**config.mk**
```make
export PLATFORM = sky130hd
export DESIGN_NAME = countdown_timer_flat
export DESIGN_NICKNAME = d
export VERILOG_FILES = /design/src/rtl/countdown_timer_if.sv /design/src/rtl/countdown_timer.sv /design/src/flat_wrapper.sv
export SDC_FILE = /design/constraint.sdc
export NUM_CORES = 1
export LEC_CHECK = 0
export BUFFER_PORTS_ARGS = -buffer_cell sky130_fd_sc_hd__buf_2
export CORE_MARGIN = 8
export CORE_UTILIZATION = 35
export DETAILED_ROUTE_END_ITERATION = 16
export PLACE_DENSITY = 0.65
export SETUP_SLACK_MARGIN = 0.05
export SKIP_CTS_REPAIR_TIMING = 1
export SYNTH_ARGS = -nofsm -noshare
export SYNTH_HDL_FRONTEND = slang
export SYNTH_SLANG_ARGS = --single-unit
```
**constraint.sdc**
```tcl
create_clock -name i_clk -period 2.8 [get_ports i_clk]
set_clock_uncertainty 0.2 [all_clocks]
set_input_delay 0.56 -clock i_clk [delete_from_list [all_inputs] [get_ports i_clk]]
set_output_delay 0.56 -clock i_clk [all_outputs]
set_load 0.05 [all_outputs]
```
**src/rtl/countdown_timer_if.sv**
```systemverilog
// Handshake and count signals of the countdown timer, grouped for port connection.
// The master side drives load/start/pause; the slave side (the timer) reports count and status.
interface countdown_timer_if #(
  parameter int CNT_WIDTH = 8
);
  logic                 i_load;
  logic [CNT_WIDTH-1:0] i_load_val;
  logic                 i_start;
  logic                 i_pause;
  logic [CNT_WIDTH-1:0] o_count;
  logic                 o_busy;
  logic                 o_done;
  logic                 o_zero;

  modport master (
    output i_load, i_load_val, i_start, i_pause,
    input  o_count, o_busy, o_done, o_zero
  );

  modport slave (
    input  i_load, i_load_val, i_start, i_pause,
    output o_count, o_busy, o_done, o_zero
  );
endinterface

```
**src/rtl/countdown_timer.sv**
```systemverilog
// Loadable down-counter with start/pause/done handshake and a registered one-cycle done pulse.
// Define COUNTDOWN_AUTORELOAD_EN to reload the count from the reload register on the terminal edge.
module countdown_timer #(
  parameter int CNT_WIDTH = 8
) (
  input logic              i_clk,
  input logic              i_reset,
  countdown_timer_if.slave bus
);
  typedef enum logic {IDLE, RUN} state_t;

  state_t               r_state;
  state_t               w_stateNext;
  logic [CNT_WIDTH-1:0] r_count;
  logic [CNT_WIDTH-1:0] w_countNext;
  logic [CNT_WIDTH-1:0] r_reload;
  logic [CNT_WIDTH-1:0] w_reloadNext;
  logic                 r_done;
  logic                 w_doneNext;
  logic                 w_terminal;

  always_ff @(posedge i_clk or posedge i_reset) begin
    if (i_reset) begin
      r_state  <= IDLE;
      r_count  <= '0;
      r_reload <= '0;
      r_done   <= 1'b0;
    end else begin
      r_state  <= w_stateNext;
      r_count  <= w_countNext;
      r_reload <= w_reloadNext;
      r_done   <= w_doneNext;
    end
  end

  assign w_terminal = (r_count == CNT_WIDTH'(1));

  // Priority is load, then start, then pause; load always aborts back to IDLE.
  always_comb begin
    w_stateNext  = r_state;
    w_countNext  = r_count;
    w_reloadNext = r_reload;
    w_doneNext   = 1'b0;
    if (bus.i_load) begin
      w_countNext  = bus.i_load_val;
      w_reloadNext = bus.i_load_val;
      w_stateNext  = IDLE;
    end else begin
      case (r_state)
        IDLE: begin
          if (bus.i_start) begin
            if (r_count != '0) begin
              w_stateNext = RUN;
            end else begin
              w_doneNext = 1'b1;
            end
          end
        end
        RUN: begin
          if (!bus.i_pause) begin
            if (w_terminal) begin
              w_doneNext = 1'b1;
`ifdef COUNTDOWN_AUTORELOAD_EN
              // A zero reload value cannot sustain a periodic tick, so fall back to stopping.
              if (r_reload != '0) begin
                w_countNext = r_reload;
              end else begin
                w_countNext = '0;
                w_stateNext = IDLE;
              end
`else
              w_countNext = '0;
              w_stateNext = IDLE;
`endif
            end else if (r_count == '0) begin
              w_stateNext = IDLE;
            end else begin
              w_countNext = r_count - CNT_WIDTH'(1);
            end
          end
        end
        default: w_stateNext = IDLE;
      endcase
    end
  end

  always_comb begin
    bus.o_count = r_count;
    bus.o_busy  = (r_state == RUN);
    bus.o_done  = r_done;
    bus.o_zero  = (r_count == '0);
  end
endmodule

```
**src/flat_wrapper.sv**
```systemverilog
// flat-port wrapper written by rule: the top's interface ports become plain ports
module countdown_timer_flat 
#(
  parameter int CNT_WIDTH = 8
)
  (i_clk, i_reset, bus_i_load, bus_i_load_val, bus_i_start, bus_i_pause, bus_o_count, bus_o_busy, bus_o_done, bus_o_zero);
  countdown_timer_if #(.CNT_WIDTH(CNT_WIDTH)) bus_i ();
  input logic i_clk;
  input logic i_reset;
  input wire logic [$bits(bus_i.i_load)-1:0] bus_i_load;
  input wire logic [$bits(bus_i.i_load_val)-1:0] bus_i_load_val;
  input wire logic [$bits(bus_i.i_start)-1:0] bus_i_start;
  input wire logic [$bits(bus_i.i_pause)-1:0] bus_i_pause;
  output wire logic [$bits(bus_i.o_count)-1:0] bus_o_count;
  output wire logic [$bits(bus_i.o_busy)-1:0] bus_o_busy;
  output wire logic [$bits(bus_i.o_done)-1:0] bus_o_done;
  output wire logic [$bits(bus_i.o_zero)-1:0] bus_o_zero;
  assign bus_i.i_load = bus_i_load;
  assign bus_i.i_load_val = bus_i_load_val;
  assign bus_i.i_start = bus_i_start;
  assign bus_i.i_pause = bus_i_pause;
  assign bus_o_count = bus_i.o_count;
  assign bus_o_busy = bus_i.o_busy;
  assign bus_o_done = bus_i.o_done;
  assign bus_o_zero = bus_i.o_zero;
  countdown_timer #(.CNT_WIDTH(CNT_WIDTH)) u_core (.i_clk(i_clk), .i_reset(i_reset), .bus(bus_i));
endmodule
```
# --- Word-level counts from Yosys, hierarchy flattened ---
# Index checks and enable logic that the tools add are counted.
op_classes:
  add_sub_neg: 1
  mux: 18
  eq_ne: 3
  n_shift: 0
  n_mul: 0
  reduce_logical: 4
  n_lt_le_gt_ge: 0
  n_bitwise: 1
  n_div: 0
ops:
  columns: ["cell", "n"]
  rows:
  - ["two-way mux 8 bit", 5]
  - ["two-way mux 1 bit", 11]
  - ["equality test 8 x 1 -> 1 bit (second input constant)", 1]
  - ["logical NOT 8 bit", 1]
  - ["nonzero test 8 bit", 1]
  - ["subtractor 8 x 1 -> 8 bit (second input constant)", 1]
  - ["one-hot mux 1 bit (2 select lines)", 2]
  - ["inequality test 3 x 2 -> 1 bit (second input constant)", 1]
  - ["AND reduction 3 bit", 1]
  - ["inequality test 2 bit (second input constant)", 1]
  - ["nonzero test 2 bit", 1]
  - ["inverter 1 bit", 1]
word_totals:
  register_bits: 10
  mem_bits_rw: 0
  inputBits: 13
  latchBits: 0
  mem_count: 0
  rom_bits: 0
  out_inout_bits: 11
  elab_cells: 30

# --- Logic depth before layout (Yosys ltp) ---
depth:
  word_depth: 6
  ltp_mapped: 6
  depth_no_buf: 6

# --- Worst setup path before layout ---
# Ideal clock, no wire load.
synth_timing:
  path_type: "reg-to-output"
  start: "reg u_core.r_count[4], in the netlist u_core.bus.o_count[4]"
  end: "out bus_o_zero"
  path_stages_with_launch: 4
  t_arrival_ps: 1561
  path_slack_ps: 479
  path_buffers: 0
  t_required_ps: 2040
  cell_sequence: "dfrtp_1 -> nor3_4 -> nand3_1 -> inv_1"
synth_between:
  elab_chain_len: 1
synth_lines:
  columns: ["item", "line_no", "source"]
  rows:
  - ["start: declaration", "countdown_timer.sv:14", "logic [CNT_WIDTH-1:0] r_count;"]
  - ["start signal: assignment", "countdown_timer.sv:30", "r_count <= w_countNext;"]
  - ["logical NOT 8 bit", "countdown_timer.sv:91", "bus.o_zero = (r_count == '0);"]
  - ["end: declaration", "flat_wrapper.sv:17", "output wire logic [$bits(bus_i.o_zero)-1:0] bus_o_zero;"]
# Every way passes these cells.

# --- Final worst setup path ---
layout_timing:
  start: "reg u_core.r_count[0], in the netlist u_core.bus.o_count[0]"
  end: "out bus_o_zero"
# Same word-level chain as after synthesis.

==> summary.md <==
| Metric | Value |
|---|---|
| Synth Instances | `75` |
| Total power per unit cell area | `around 530 nW/µm²` |
| Layout Nets | `roughly 120` |
| Class of the worst hold path | `in -> async` |
| Clock root buffer | `clkbuf_4` |
| Non-filler instance count after layout | `roughly 130` |
| Required time at the worst-slack endpoint | `slightly above 2 ns` |
| Top Ports | `24` |
| PortBufs | `23` |
| Dpl hpwl | `between 1 and 1.5 mm` |
| First-iteration detailed-routing DRC count | `16` |
| First-pass GRT wire length | `2.82 mm` |
| Crit path time final | `2.47 ns` |
| Outcome | `completed` |
| H-tree level count | `1` |
| Max-Slew Margin vs Limit | `65.3%` |
| Number of distinct library cells after synthesis | `31` |
| Per-instance average area after synthesis | `just under 10 µm²` |
| Via count | `roughly 660` |
| Register-to-register setup slack | `0.58 ns` |
| R2r endpoint | `u_core.bus.o_count[5]` |
| Count of nets left with antenna violations after detail routing | `0` |
| Tightest hold margin | `0.0635 ns` |
| F_max | `404 MHz` |
| Last weighted congestion value of the routability-driven placer | `slightly above 0.8` |
| Arrival time worst endpoint | `roughly 1.7 ns` |
| Layout filler cell count | `between 200 and 250` |
| Sequential-to-total area share from yosys stat | `34.5%` |
| Number of pins with negative max-slew slack in the final report | `0` |
| Final instance area | `a little over 900 µm²` |
| XOR/XNOR share of the synthesized area | `0%` |
| Wirelength per Cell | `about 14 µm` |
| Initial antenna violation count | `0` |
| Area taken by multi-input logic gates | `433 µm²` |
| Proportion of synthesized area in mux cells | `between 2 and 2.5%` |
| Maximum number of buffers from clock root to sink | `2` |
| Total DRC errors in the routed layout | `0` |
| Vias per cell | `5.19` |
| Core Box Area | `between 1500 and 2000 µm²` |
| TritonCTS clock tree | `done` |
| Overall power | `a little under 0.5 mW` |
| Main combinational cell family by area after synthesis | `compound AO/OA/AOI/OAI gates` |
| Worst-Skew Late Latency | `between 0.2 and 0.3 ns` |
| Number of setup violations in the final report | `0` |
| Cell Count Post-Placement | `approximately 120` |
| Total routing resource utilization after global routing | `under 10%` |
| Synth Area in Compound Gates | `28.7%` |
| Count of yosys warnings during synthesis | `0` |
| Register-to-Register Path Depth | `6` |
| Floorplan die width | `61.5 µm` |
| Share of cells above drive strength 1 | `between 30% and 40%` |
| Count of final hold-check violations | `0` |
| Overall die area | `approximately 3800 µm²` |
| Total length of routed wires | `~1.8 mm` |
| Post-synthesis cell area | `724 µm²` |
| FF/Latch Area | `~250 µm²` |
| Critical Path End Type | `output port` |
| Count of maximum capacitance violations | `0` |
| Router iterations before antenna repair | `6` |
| Antenna diode instance count | `0` |
| Maximum resistive drop on vdd | `between 150 and 200 µV` |
| Transition time of the tightest slew-check pin | `around 0.52 ns` |
| Number of placement rows | `16` |
| Highest fanout seen on the critical path | `5` |
| Synth-to-layout area growth | `25.6%` |
| Adder and majority gate portion of the synthesized area | `roughly 5.2%` |
| Placed standard-cell area | `between 800 and 900 µm²` |
| FF+latch count, synth | `10` |
| Total number of clock tree sinks | `10` |
| Largest net degree at the start of global routing | `20` |
| RSZ-0062 raised after global routing | `no` |
| Number of buffers created by CTS | `3` |
| Final core occ | `~46%` |
| Share of the cycle needed by the critical path after routing | `between 80% and 90%` |
| Area share of and/or/nand/nor cells after synthesis | `23.8%` |
| Number of global-route vias before repair | `616` |
| Leak | `0.408 nW` |
| Setup WS post-layout | `~0.33 ns` |
| Post-Synthesis Net Count | `91` |
| Setup_tns | `0 ns` |
| Worst Setup Start Kind | `flop` |
| Placement Setup Slack | `~0.62 ns` |
| Die Height | `61.5 µm` |
| R2R Path Start | `u_core.bus.o_count[0]` |
| Overflow left after global routing | `0` |
| Worst Setup Path Type | `reg -> out` |
| Starting Density | `between 30 and 40%` |
| Clock-pin slew on the worst setup and hold paths | `0.07 ns` |
## per-layer routing
| metal | wire, µm | global-route usage (%) | part of all wire, % |
|---|---|---|---|
| met1 | 793 | 12.1 | 44 |
| met2 | 880 | 16.1 | 49 |
| met3 | 107 | 1.67 | 5.9 |
| met4 | 29 | 5.52 | 1.6 |
| met5 | 0 | 0 | 0 |
## synthesized netlist by cell type (all sizes together)
library cell / count / area [µm²]
a221o: 1 / 11.3
nor4: 2 / 18.8
o31ai: 2 / 15.0
a41oi: 1 / 27.5
clkbuf: 2 / 7.51
mux2: 1 / 15.0
o211ai: 1 / 7.51
nor2: 1 / 3.75
or2: 1 / 6.26
a311o: 1 / 10.0
a22oi: 1 / 7.51
a31oi: 1 / 6.26
nor3b: 2 / 15.0
ha: 3 / 37.5
nor2b: 1 / 6.26
nand2b: 3 / 26.3
nor3: 5 / 47.5
o311ai: 1 / 8.76
nand2: 9 / 33.8
a21oi: 6 / 30.0
dfrtp: 10 / 250
a32oi: 4 / 35.0
o21ai: 2 / 13.8
nand3: 3 / 15.0
o22a: 1 / 8.76
inv: 9 / 33.8
a311oi: 1 / 26.3
## cells by family (layout without fill, tap and decap cells)
family,after synthesis,after routing
compound gates,23,23
buf+inv,11,37
flops,10,10
fa+ha+maj,3,3
mux,1,1
simple gates,27,27
## power breakdown
group | switching [mW] | total [mW] | internal (mW)
Combinational | 0.116 | 0.170 | 0.0539
Sequential | 0.0235 | 0.181 | 0.158
Clock | 0.0540 | 0.133 | 0.0789
Total | 0.193 | 0.484 | 0.291
## flip-flops by register name (all words and copies together) (netlist names)
| register | cells |
|---|---|
| u_core.bus.o_count | 8 |
| u_core.bus.o_busy | 1 |
| u_core.bus.o_done | 1 |
## worst max-delay path by stage
stage	startpoint	cells past startpoint	slack, ns	endpoint
after floorplan	u_core.bus.o_count[4]	3	0.48	bus_o_zero
after global placement	u_core.bus.o_count[0]	6	0.69	u_core.bus.o_count[5]
after detailed placement	u_core.bus.o_count[0]	6	0.62	u_core.bus.o_count[5]
after CTS	u_core.bus.o_count[0]	5	0.35	bus_o_zero
after global routing	u_core.bus.o_count[0]	5	0.27	bus_o_zero
final	u_core.bus.o_count[0]	5	0.33	bus_o_zero
## critical path, stage by stage (launching register included)
cell and delay [ns]:
dfrtp_1 0.45, inv_1 0.15, ha_1 0.29, nand3_1 0.21
inv_1 0.08, buf_2 0.26
## cell usage in the layout (no fill, tap or decap), types with 2 or more instances in the layout
| master | instances |
|---|---|
| buf_2 | 23 |
| dfrtp_1 | 10 |
| inv_1 | 9 |
| nand2_1 | 9 |
| a21oi_1 | 6 |
| a32oi_1 | 4 |
| nand3_1 | 3 |
| nor3_1 | 3 |
| ha_1 | 3 |
| clkbuf_4 | 3 |
| nor3_4 | 2 |
| o31ai_1 | 2 |
| nand2b_1 | 2 |
| nor3b_1 | 2 |
## final cells by class
class                           instances  share of cell area, %
Sequential cell                        10                   27.5
Timing Repair Buffer                   24                   13.5
Clock buffer                            4                   3.99
Tap cell                               27                   3.71
Inverter                                9                   3.71
Multi-Input combinational cell         54                   47.6
Power figures use the tool's default switching activity.
